File: config.mk
export PLATFORM = sky130hd
export DESIGN_NAME = c_regfile_fifo_ctrl
export DESIGN_NICKNAME = d
export VERILOG_FILES = /design/src/rtl/c_regfile_fifo_ctrl.sv
export SDC_FILE = /design/constraint.sdc
export NUM_CORES = 1
export LEC_CHECK = 0
export ABC_AREA = 1
export BUFFER_PORTS_ARGS = -buffer_cell sky130_fd_sc_hd__buf_4
export CORE_UTILIZATION = 47
export CTS_BUF_LIST = sky130_fd_sc_hd__clkbuf_8
export CTS_CLUSTER_DIAMETER = 80
export CTS_CLUSTER_SIZE = 20
export DETAILED_ROUTE_END_ITERATION = 8
export PLACE_DENSITY = 0.82
export RECOVER_POWER = 50
export SKIP_CTS_REPAIR_TIMING = 1
export SLEW_MARGIN = 0
export SYNTH_ARGS = -nofsm -noshare
export SYNTH_HDL_FRONTEND = slang
export SYNTH_SLANG_ARGS = --single-unit
File: constraint.sdc
create_clock -name clk -period 2.02 [get_ports clk]
set_input_delay 0.202 -clock clk [delete_from_list [all_inputs] [get_ports clk]]
set_output_delay 0.202 -clock clk [all_outputs]
set_load 0.02 [all_outputs]
File: src/rtl/c_regfile_fifo_ctrl.sv
// c_regfile_fifo_ctrl
//   Pointer and flow-control engine that turns a single-write/single-read
//   register file into a circular FIFO. Holds only head, tail, occupancy
//   and sticky error state; all data lives in the external register file.
//
// Ports
//   clk, reset_n       clock, asynchronous active-low reset
//   push, pop          producer write request / consumer head removal
//   error_clear        clears the sticky error flags
//   write_active       high whenever a write is accepted this cycle
//   write_enable       register file write strobe
//   write_address      tail pointer (register file write port)
//   read_address       head pointer (register file read port, combinational)
//   count              current occupancy
//   empty, full        count == 0 / count == depth
//   almost_empty       count <= almost_empty_level
//   almost_full        count >= almost_full_level
//   errors             sticky flags: [0] overflow, [1] underflow
module c_regfile_fifo_ctrl #(
    parameter int depth              = 8,
    parameter int almost_full_level  = 6,
    parameter int almost_empty_level = 2,
    localparam int addr_width        = $clog2(depth),
    localparam int count_width       = $clog2(depth + 1)
) (
    input  logic                   clk,
    input  logic                   reset_n,
    input  logic                   push,
    input  logic                   pop,
    input  logic                   error_clear,
    output logic                   write_active,
    output logic                   write_enable,
    output logic [addr_width-1:0]  write_address,
    output logic [addr_width-1:0]  read_address,
    output logic [count_width-1:0] count,
    output logic                   empty,
    output logic                   full,
    output logic                   almost_empty,
    output logic                   almost_full,
    output logic [1:0]             errors
);

    // Elaboration-time parameter sanity checks.
    if (depth < 2) begin : g_bad_depth
        $fatal(1, "c_regfile_fifo_ctrl: depth must be >= 2");
    end
    if (almost_full_level < 1 || almost_full_level > depth) begin : g_bad_af
        $fatal(1, "c_regfile_fifo_ctrl: almost_full_level must be in 1..depth");
    end
    if (almost_empty_level < 0 || almost_empty_level > depth - 1) begin : g_bad_ae
        $fatal(1, "c_regfile_fifo_ctrl: almost_empty_level must be in 0..depth-1");
    end

    localparam logic [addr_width-1:0]  last_ptr = addr_width'(depth - 1);
    localparam logic [count_width-1:0] cnt_full = count_width'(depth);
    localparam logic [count_width-1:0] cnt_af   = count_width'(almost_full_level);
    localparam logic [count_width-1:0] cnt_ae   = count_width'(almost_empty_level);

    logic [addr_width-1:0]  head, tail;
    logic [addr_width-1:0]  head_nxt, tail_nxt;
    logic [count_width-1:0] count_q, count_nxt;
    logic [1:0]             err_q, err_nxt;
    logic                   pop_ok, push_ok;

    assign empty        = (count_q == '0);
    assign full         = (count_q == cnt_full);
    assign almost_empty = (count_q <= cnt_ae);
    assign almost_full  = (count_q >= cnt_af);

    // A push into a full FIFO is still legal when the head leaves in the
    // same cycle: tail == head, and the old entry is read before the write.
    assign pop_ok  = pop & ~empty;
    assign push_ok = push & (~full | pop_ok);

    assign write_enable  = push_ok;
    assign write_active  = push_ok;
    assign write_address = tail;
    assign read_address  = head;
    assign count         = count_q;
    assign errors        = err_q;

    always_comb begin
        head_nxt  = head;
        tail_nxt  = tail;
        count_nxt = count_q;
        err_nxt   = err_q;

        // Explicit wrap so non-power-of-two depths never touch address depth.
        if (pop_ok)  head_nxt = (head == last_ptr) ? '0 : head + 1'b1;
        if (push_ok) tail_nxt = (tail == last_ptr) ? '0 : tail + 1'b1;

        if (push_ok && !pop_ok)      count_nxt = count_q + 1'b1;
        else if (pop_ok && !push_ok) count_nxt = count_q - 1'b1;

        // Clear first so a same-cycle new error still sets its flag.
        if (error_clear) err_nxt = 2'b00;
        if (push && full && !pop_ok) err_nxt[0] = 1'b1;
        if (pop && empty)            err_nxt[1] = 1'b1;
    end

    always_ff @(posedge clk or negedge reset_n) begin
        if (!reset_n) begin
            head    <= '0;
            tail    <= '0;
            count_q <= '0;
            err_q   <= 2'b00;
        end else begin
            head    <= head_nxt;
            tail    <= tail_nxt;
            count_q <= count_nxt;
            err_q   <= err_nxt;
        end
    end

endmodule

==> flow_metrics.py <==
metrics = {
    "run_status": {
        "outcome": "finished clean",
    },
    "timing": {
        "worstMarginPinSlew_ns": 0.668,
        "worst_clock_skew_ns": 0.00739,
        "finalHoldViolCount": 0,
        "max-slew-margin-rel": 0.554,
        "hold_slack_ns": 0.169,
        "setup-violations-final": 0,
        "slew_violations": 0,
        "max_clock_freq_mhz": 521,
        "fin_crit_sh": 0.949,
        "min_period_ns": 1.92,
        "worst_slack_ns": 0.102,
    },
    "yosys": {
        "synthCells": 92,
        "synthesis.nets": 105,
        "syn-cell-area_um2": 747,
        "flip_flop_and_latch_count_after_synthesis": 12,
        "synth_warnings": 0,
        "synth.distinct_cells": 19,
        "postSynthAreaPerCell_um2": 8.12,
        "seq_area_frac_synth": 0.402,
    },
    "die": {
        "core_area_um2": 1490,
        "die_outline_area_um2": 1750,
        "floorplan.initialDensity": 0.502,
        "placement_rows": 14,
        "io-pin-count": 23,
        "chipHeight_um": 41.9,
        "die_w_um": 41.9,
    },
    "placed_design": {
        "port-buffer-count": 22,
        "place.detailed.hpwl_mm": 1.25,
        "place_ws_ns": 0.0550,
        "place_congestion": 0.781,
        "placed_cells_incl_taps": 134,
        "post_dp_cell_area_um2": 1010,
    },
    "global_route": {
        "global_route_wire_length_before_repair_mm": 2.57,
        "grt-ovfl-total": 0,
        "grt_start_max_net_pins": 13,
        "via_count_of_the_first_global_routing_pass": 629,
        "antenna_found_initial": 0,
        "groute.usage.overall": 0.196,
    },
    "routing": {
        "drt_drc_violations_left": 0,
        "avgRoutedWirePerCell_um": 10.9,
        "drt_iter0_markers": 8,
        "vias": 689,
        "first_pass_iters": 4,
        "vias_per_cell": 4.82,
        "route.antenna.remaining_nets": 0,
        "detail_route.wirelength_mm": 1.55,
    },
    "cells_and_area": {
        "antenna-diode-count": 0,
        "synthesis_to_layout_area_growth_pct": 44.1,
        "num-nets-final": 141,
        "layout_common_cells": "30 x nand2_1, 26 x buf_4, 13 x inv_1",
        "mostFrequentLayoutCell": "nand2_1",
        "design_area_um2": 1080,
        "layout.cells.non_filler": 143,
        "final_layout_size_suffix_gt1_frac": 0.339,
        "utilization": 0.723,
    },
    "clock_network": {
        "tritoncts_clock_tree": "done",
        "cts.sinks": 12,
        "clkTransAtPathRegs_ns": 0.05,
        "clockBufferDepth": 2,
        "cts-buffers-inserted": 3,
        "cts-root-buf": "clkbuf_8",
        "clk_latency_ns": 0.24,
        "htree_num_levels": 1,
    },
    "power": {
        "p_leak_nw": 0.587,
        "power.ir.vdd_worst_uv": 1010,
        "pwr_density_cell_nw_per_um2": 1770,
    },
    "critical_path": {
        "crit_buf_inv": 2,
        "cp_data_required_time_ns": 2.15,
        "path_cells": "nor2_4, buf_4, nand2_2, nand2_4, ha_4, inv_4, ha_4, or2_2, nand2_1, nand2_1, nand3_1, nand2_1",
        "worst_path_most_repeated_cell": "nand2_1",
        "timing.rr.end": "count[3]",
        "rr_worst_depth": 12,
        "critical_path.reg2reg.startpoint": "count[0]",
        "crit_path_max_fanout": 4,
        "timing.critical_path.slowest_stage_cell": "dfrtp_2",
        "worst-endpoint-arrival_ns": 2.05,
        "delay_heaviest_family_cp": "simple AND/OR/NAND/NOR gates",
        "timing.reg2reg.setup_slack_ns": 0.10,
        "cpPeakStageDelay_ns": 0.42,
        "startpoint_type": "flip-flop",
        "worstSetupEndpointType": "flip-flop",
        "setup.worst_path.class": "flip-flop to flip-flop",
    },
    "hold_path": {
        "holdPathEnd": "errors[1]",
        "hold_path_startpoint": "error_clear",
        "timing.hold.worst_path_depth": 2,
        "worstHoldPathType": "input port to flip-flop",
    },
    "job": {
        "max_cap_violations": 0,
    },
}
power by group:
group | internal [mW] | switching [mW] | leakage, nW | total (mW)
clock network | 0.133 | 0.0832 | 0.0269 | 0.217
registers | 0.359 | 0.109 | 0.146 | 0.468
logic | 0.547 | 0.669 | 0.414 | 1.22
synthesized netlist by cell type:
cell	count	area (um^2)
buf_4	1	7.51
nand2_2	2	12.5
nand2_4	1	11.3
o21ai_0	2	10.0
nand3_1	9	45.0
nor2_1	4	15.0
inv_1	14	52.6
ha_1	7	87.6
nand4_2	1	12.5
nand2_1	30	113
or2_2	1	6.26
o21ai_2	1	8.76
xnor2_1	2	17.5
a21oi_1	1	5.00
o22ai_1	1	6.26
o21ai_1	1	5.00
nor2_4	1	11.3
dfrtp_1	12	300
fa_1	1	20.0
how the worst max path moves through the flow:
stage | start | end | slack (ns) | depth (start not counted)
6_report | count[0] | count[3] | 0.10 | 12
5_1_grt | count[0] | count[3] | -0.007 | 12
4_1_cts | count[1] | count[3] | 0.05 | 12
3_5_place_dp | count[1] | count[3] | 0.05 | 12
3_3_place_gp | count[1] | count[3] | 0.09 | 12
2_1_floorplan | count[1] | count[3] | 0.008 | 12
cell families (layout without fill, tap and decap cells):
group / Yosys count / after routing / share of synthesized area
and+or+nand+nor: 49 / 49 / 0.303
buffers and inverters: 15 / 50 / 0.0804
DFF: 12 / 12 / 0.402
adders and majority gates: 8 / 8 / 0.144
AOI/OAI and AO/OA: 6 / 6 / 0.0469
xor gates and xnor gates: 2 / 2 / 0.0235
layout make-up:
cell class	instances	area [um^2]
Inverter	14	57.6
Sequential cell	12	304
Timing Repair Buffer	32	224
Clock inverter	1	3.75
Multi-Input combinational cell	65	425
Fill cell	122	413
Tap cell	16	20.0
Clock buffer	3	41.3
worst reg2reg max path, stage by stage, from the launching register on:
cell and delay (ns):
dfrtp_2 0.42, nor2_4 0.16, buf_4 0.13, nand2_2 0.06, nand2_4 0.10, ha_4 0.15
inv_4 0.05, ha_4 0.24, or2_2 0.29, nand2_1 0.06, nand2_1 0.04, nand3_1 0.07
nand2_1 0.05
layer usage:
metal,routed length (um),global-route usage,share of wire
met5,0,0,0
met4,15,0.116,0.0097
met3,37,0.0261,0.024
met2,755,0.325,0.49
met1,745,0.242,0.48
through the flow:
stage	power [mW]	setup TNS (ns)
3_3_place_gp	1.64	0
6_report	1.90	0
2_1_floorplan	1.22	0
5_1_grt	2.07	-0.00682
4_1_cts	1.90	0
3_5_place_dp	1.68	0
registers in the layout (all words and copies together) (netlist names):
signal,cells
read_address,3
count,4
errors,2
write_address,3
(Power assumes the default switching activity.)
